==> config.mk <==
export PLATFORM = sky130hd
export DESIGN_NAME = regfile_fetch
export DESIGN_NICKNAME = d
export VERILOG_FILES = /design/src/rtl/regfile_fetch.sv
export SDC_FILE = /design/constraint.sdc
export NUM_CORES = 1
export LEC_CHECK = 0
export ABC_CLOCK_PERIOD_IN_PS = 2650
export CAP_MARGIN = 20
export CORE_MARGIN = 2
export CORE_UTILIZATION = 56
export CTS_CLUSTER_DIAMETER = 80
export DETAILED_ROUTE_END_ITERATION = 16
export GPL_TIMING_DRIVEN = 0
export PLACE_DENSITY = 0.89
export SETUP_SLACK_MARGIN = 0.15
export SYNTH_ARGS = -nofsm -noshare
export SYNTH_HDL_FRONTEND = slang
export SYNTH_SLANG_ARGS = --single-unit
==> constraint.sdc <==
create_clock -name clk -period 2.65 [get_ports clk]
set_clock_uncertainty 0.15 [all_clocks]
set_input_delay 0.265 -clock clk [delete_from_list [all_inputs] [get_ports clk]]
set_output_delay 0.265 -clock clk [all_outputs]
set_load 0.05 [all_outputs]
==> src/rtl/regfile_fetch.sv <==
// Operand-fetch stage: register file with r0 hardwired to zero, write-to-read
// bypass, and a registered valid/ready operand slot toward the execute stage.
module regfile_fetch #(
  parameter int width     = 8,
  parameter int addr_bits = 3
) (
  input  logic                 clk,
  input  logic                 rst,
  input  logic                 wr_en,
  input  logic [addr_bits-1:0] wr_addr,
  input  logic [width-1:0]     wr_data,
  input  logic                 rd_valid_IN,
  output logic                 rd_ready_OUT,
  input  logic [addr_bits-1:0] rd_addr_a,
  input  logic [addr_bits-1:0] rd_addr_b,
  output logic                 op_valid_OUT,
  input  logic                 op_ready_IN,
  output logic [width-1:0]     op_a_OUT,
  output logic [width-1:0]     op_b_OUT,
  output logic [15:0]          stall_cnt_OUT
);

  localparam int unsigned NREG = 2 ** addr_bits;

  typedef enum logic {EMPTY, FULL} slot_state_t;

  slot_state_t          state, state_nxt;
  logic [width-1:0]     regs [NREG];
  logic [width-1:0]     rd_a, rd_b;
  logic [width-1:0]     op_a_q, op_b_q;
  logic [15:0]          stall_cnt;
  logic                 accept, stall;

  assign op_valid_OUT  = (state == FULL);
  assign rd_ready_OUT  = ~op_valid_OUT | op_ready_IN;
  assign accept        = rd_valid_IN & rd_ready_OUT;
  assign stall         = op_valid_OUT & ~op_ready_IN;
  assign op_a_OUT      = op_a_q;
  assign op_b_OUT      = op_b_q;
  assign stall_cnt_OUT = stall_cnt;

  // Read-select with same-cycle writeback bypass; index 0 always reads zero.
  always_comb begin
    rd_a = regs[rd_addr_a];
    if (wr_en && (wr_addr == rd_addr_a)) rd_a = wr_data;
    if (rd_addr_a == '0) rd_a = '0;

    rd_b = regs[rd_addr_b];
    if (wr_en && (wr_addr == rd_addr_b)) rd_b = wr_data;
    if (rd_addr_b == '0) rd_b = '0;
  end

  always_ff @(posedge clk) begin
    if (rst) begin
      regs <= '{default: '0};
    end else if (wr_en && (wr_addr != '0)) begin
      regs[wr_addr] <= wr_data;
    end
  end

  always_comb begin
    state_nxt = state;
    case (state)
      EMPTY: if (accept) state_nxt = FULL;
      FULL:  if (op_ready_IN && !accept) state_nxt = EMPTY;
      default: state_nxt = EMPTY;
    endcase
  end

  always_ff @(posedge clk) begin
    if (rst) begin
      state     <= EMPTY;
      op_a_q    <= '0;
      op_b_q    <= '0;
      stall_cnt <= '0;
    end else begin
      state <= state_nxt;
      if (accept) begin
        op_a_q <= rd_a;
        op_b_q <= rd_b;
      end
      if (stall && (stall_cnt != '1)) stall_cnt <= stall_cnt + 16'd1;
    end
  end

endmodule
## Word level (Yosys, flattened, before mapping)

Cells that the tools add are included.

- Output and inout port bits: 34
- Memories kept: 0
- Bits in writable memories: 0
- Logic and storage cells: 54
- Latch bits: 0
- Bits of input ports: 22
- Register bits: 97
- Bits in read-only memories: 0

- Bitwise logic cells: 8
- $lt $le $gt $ge: 4
- Add/sub/neg operators: 1
- Muxes and demuxes: 16
- Reductions and logical operators: 10
- Divide/modulo/power cells: 0
- Shift operators: 0
- Equal/unequal tests: 3
- $mul: 0

Operators with widths:

| operator | number |
|---|---|
| $mux W8 | 9 |
| $bwmux W64 | 1 |
| $bmux W8 S3 | 2 |
| $demux W8 S3 | 1 |
| $add A16 B1 Y16 const B | 1 |
| $ne A16 B16 Y1 const B | 1 |
| $ge A4 B4 Y1 const B | 3 |
| $not A3 Y4 | 3 |
| $eq A3 B3 Y1 | 2 |
| $logic_and A1 B1 Y1 | 6 |
| $logic_not A3 Y1 | 2 |
| $lt A4 B1 Y1 const B | 1 |
| $reduce_bool A3 Y1 | 1 |
| $and A1 B1 Y1 | 2 |
| $mux W1 | 2 |
| $not A1 Y1 | 2 |
| $pmux W1 S2 | 1 |
| $logic_not A1 Y1 | 1 |
| $or A1 B1 Y1 | 1 |

## Longest topological paths before layout

- Word-level depth: 7
- Depth in mapped cells: 6
- Depth with buffers taken out: 5

## Least setup slack after synthesis

No wires, ideal clock.

- Kind: flip-flop to flip-flop
- Start: register stall_cnt[1], in the netlist stall_cnt_OUT[1]
- End: register stall_cnt[14], in the netlist stall_cnt_OUT[14]
- Stages on the path, launching flop included: 6
- Buffers on the path: 0
- Arrival: 2.147 ns
- Path slack: 0.232 ns
- Required time: 2.379 ns
- Cells stage by stage: dfxtp_1 -> ha_1 -> nand3_1 -> nor4_1 -> nor4bb_1 -> mux2_2

- Longest elaborated chain between the ends: 2
- Elaborated cells between the ends (all ways): 3
- Those cells by class: 1 x add/sub; 1 x eq/ne; 1 x reduce/logical

Ends and longest elaborated chain:

| item | line | RTL |
|---|---|---|
| start: declaration | 31 | `logic [15:0] stall_cnt;` |
| start signal: assignment | 82 | `if (stall && (stall_cnt != '1)) stall_cnt <= stall_cnt + 16'd1;` |
| parallel branches: the longest is 2 deep, another holds $add A16 B1 Y16 | -- |  |

Several ways; the timed one is not identified.
A chain may end at the register's enable or synchronous reset.

## Final worst setup path

- Start: register state, in the netlist op_valid_OUT
- End: output rd_ready_OUT

- Longest elaborated chain between the ends: 2

Ends and longest elaborated chain:

| item | line | RTL |
|---|---|---|
| start: declaration | 27 | `slot_state_t state, state_nxt;` |
| start signal: assignment | 77 | `state <= state_nxt;` |
| $not A1 Y1 | -- |  |
| $or A1 B1 Y1 | 35 | `assign rd_ready_OUT = ~op_valid_OUT \| op_ready_IN;` |
| end: declaration | 13 | `output logic rd_ready_OUT,` |

Every way passes these cells.

==> results.md <==
* Slowest stage delay, CP at roughly 0.58 ns
* Critical Path AT at 1.99 ns
* Clock power frac at 0.342
* Non-filler cells in the finished layout at 673
* Comb pwr share at 0.108
* Leakage at between 1.5 and 2 nW
* DIE AREA at 0.009267 mm2
* RSZ-0062 raised after global routing: yes
* CTS sink cnt at just under 100
* Final Setup Violations at 0
* Chip Width at 96.27 um
* Tightest Hold Check Type: input pin to flop
* Tightest Pin Transition at around 1.0 ns
* Max Clk Rate at ~420 MHz
* Yosys cell types at 43
* M1 WL at a little over 5000 um
* Area of the mapped netlist at 0.004767 mm2
* Effective utilization at floorplan at 0.5802
* Synth Instances at slightly above 500
* Drt total wl at roughly 13,000 um
* Post-synth net total at 534
* Yosys reg bits at between 90 and 100
* Psw at ~0.76 mW
* Max stage delay cell, worst path: dlygate4sd2_1
* Synthesis Warnings at 0
* Hold buffers post-CTS at 0
* Net count, final at just under 600
* CTS buffer count at 9
* Mean Syn Cell Area at between 9 and 10 um2
* Synth area leader: dfxtp_1
* Final Util at 0.6700
* GR Overflow Total at 0
* Hold violation count in the final report at 0
* Vias per cell at between 6 and 7
* Crit Path Max Fanout at 10
* Port Buffers at 40
* Startpoint Class: flop
* Routed wl met3 at 1023 um
* Root Driver: clkbuf_8
* RD Place Congestion at 0.8687
* Post-CTS Resized at 1
* Area Growth Syn to Fin at 15.49%
* Initial antenna violation count at 0
* Net Sw Frac at 0.2788
* Nature of the critical path endpoint: primary output
* Core ar. at 0.008217 mm2
* Clk slew on worst S/H paths at roughly 0.1 ns
* Slew headroom at 0.3216
* Max-Cap Viols at 0
* Clock latency on the worst-skew pair at 0.37 ns
* Max-slew violations at 0
* Pint at ~2.0 mW
* Pre-Repair DR Iteration Count at 5
* Largest net degree at the start of global routing at 18
* Drt drc at 0
* Die H at approximately 96 um
* CP Data Required Time at 2.24 ns
* CTS H-tree lvls at 3
* IO Pins at 56
* Post-CTS Setup Bufs at 0
* Post-detail-place hpwl at 9323 um
* Via Count at 4,254
* Initial drt markers at approximately 460
* Fin crit share at 0.9060
* N_diodes at 0
* WL per Instance at about 19 um
* Status: finished, final reports clean
* Longest Clk Path Bufs at 2
* First-pass GRT wire length at roughly 20,000 um
* Row Count at 33
* Cells after DPL at 656
* Worst vdd ir at approximately 290 uV
* Total power draw at ~2.7 mW
* Post-route ant nets at 0
* Top cells by area, synth: dfxtp_1 (41%), mux4_2 (15%), nand2_1 (9.8%)
* Sequential power share at 0.550
* Vias in the first global route at between 4,000 and 5,000
* Share of layout cells above drive strength 1 at 0.1532
* Area share of the largest cell type after synthesis at 0.4073
* CTS tree: built
* Sequential-to-total area share from yosys stat at 0.4073
* CP Class: flop to primary output
* Post-route minimum period at 2.401 ns
* Crit path cell chain: nor2b_2 -> inv_1 -> clkbuf_1 -> dlygate4sd2_1
* Max Used Layer: met4
* GRT Total Usage at 0.2864
* Met2 WL at between 6000 and 7000 um
* Pwr/cell area at a little under 500 mW/mm2
==> routing by layer <==
layer / track usage / vias to the layer above
li1: - / 1955
met1: 0.3706 / 2045
met2: 0.4722 / 226
met3: 0.05325 / 28
met4: 0.1179 / 0
met5: 0 / -
==> stage by stage <==
| step | cell area (um2) | setup TNS [ns] | hold WS, ns | setup slack (ns) |
|---|---|---|---|---|
| after floorplan | 4767 | 0 | 0.2664 | 0.2321 |
| after global placement | 5299 | -0.2600 | 0.2986 | -0.03364 |
| after detailed placement | 5299 | -0.6147 | 0.3095 | -0.09879 |
| after CTS | 5483 | 0 | 0.1399 | 0.1932 |
| after global routing | 5505 | 0 | 0.1682 | 0.1404 |
| final | 5505 | 0 | 0.1396 | 0.2491 |
==> kinds of logic after synthesis <==
group / share of synthesized area
adder cells (fa/ha/maj): 0.002624
flip-flops: 0.4073
XOR/XNOR: 0.009186
AND/OR/NAND/NOR: 0.2139
AO/OA/AOI/OAI: 0.1367
buffers and inverters: 0.03438
multiplexers: 0.1958
==> final timing paths <==
path / start / endpoint / slack, ns / depth (start not counted)
setup / recovery: op_valid_OUT / rd_ready_OUT / 0.25 / 4
hold / removal: wr_data[4] / regs[20] / 0.14 / 3
setup reg to reg: stall_cnt_OUT[1] / stall_cnt_OUT[14] / 0.27 / 5
hold reg to reg: regs[8] / regs[8] / 0.32 / 2
==> area by class of cell <==
| cell class | instances | area, um2 |
|---|---|---|
| fillers | 629 | 2711 |
| multi-input cells | 374 | 2679 |
| flip-flops and latches | 97 | 1942 |
| repair buffers | 41 | 404.1 |
| plain buffers | 34 | 141.4 |
| clock buffers | 10 | 137.6 |
| well taps | 105 | 131.4 |
| clock inverters | 6 | 47.55 |
| inverters | 6 | 22.52 |
==> worst max-delay path, delay by kind of cell, from the launching register on <==
family	cells	cell delay, ns
AND/OR/NAND/NOR	1	0.17
buffers and inverters	3	1.11
flip-flops	1	0.33
==> layout by cell type, fill, tap and decap left out, types with 5 or more instances in the layout <==
| cell type | instances |
|---|---|
| dfxtp_1 | 97 |
| nand2_1 | 125 |
| inv_1 | 6 |
| clkbuf_1 | 20 |
| mux4_2 | 32 |
| xnor2_1 | 5 |
| nor2b_1 | 12 |
| clkdlybuf4s50_1 | 39 |
| mux2_2 | 18 |
| clkbuf_8 | 10 |
| buf_1 | 9 |
| nand3_1 | 9 |
| o31ai_1 | 5 |
| nor3_1 | 7 |
| and2_1 | 16 |
| nor2_1 | 12 |
| a21oi_1 | 67 |
| a221o_1 | 16 |
==> synthesized netlist by cell type <==
master,instances
o211a_1,1
clkbuf_1,20
nand3_1,9
or4_2,1
nor2b_2,1
nand2_1,125
buf_1,9
a21boi_0,1
nor4bb_1,1
a21oi_1,67
mux4_2,32
and2_1,16
o21ai_0,4
a221o_1,16
a211oi_1,1
nand2b_1,3
dfxtp_1,97
or4_1,3
o41ai_1,3
nor4_1,4
a41oi_1,1
nand4_1,4
buf_2,2
mux2_2,18
nand4_4,1
nor2b_1,12
xnor2_1,5
o31ai_1,5
a31oi_1,2
nor3b_2,1
inv_1,6
or3_2,4
nor4b_1,1
o311ai_0,3
ha_1,1
or2_2,3
or3_1,2
nor3_1,8
or4b_4,1
nor2_1,12
and4_1,1
buf_4,3
mux2i_1,1
==> state kept, by name, summed over array words and instances (netlist names) <==
| name | count |
|---|---|
| op_a_OUT | 8 |
| op_b_OUT | 8 |
| regs | 64 |
| op_valid_OUT | 1 |
| stall_cnt_OUT | 16 |
==> power by group through the flow <==
stage	Clock [mW]	Combinational, mW	Sequential, mW
floorplan	0	0.181	1.55
global placement	0	0.276	1.53
detailed placement	0	0.285	1.53
CTS	0.921	0.286	1.50
global route	0.981	0.313	1.50
finish	0.932	0.293	1.50
(Power assumes the default switching activity.)
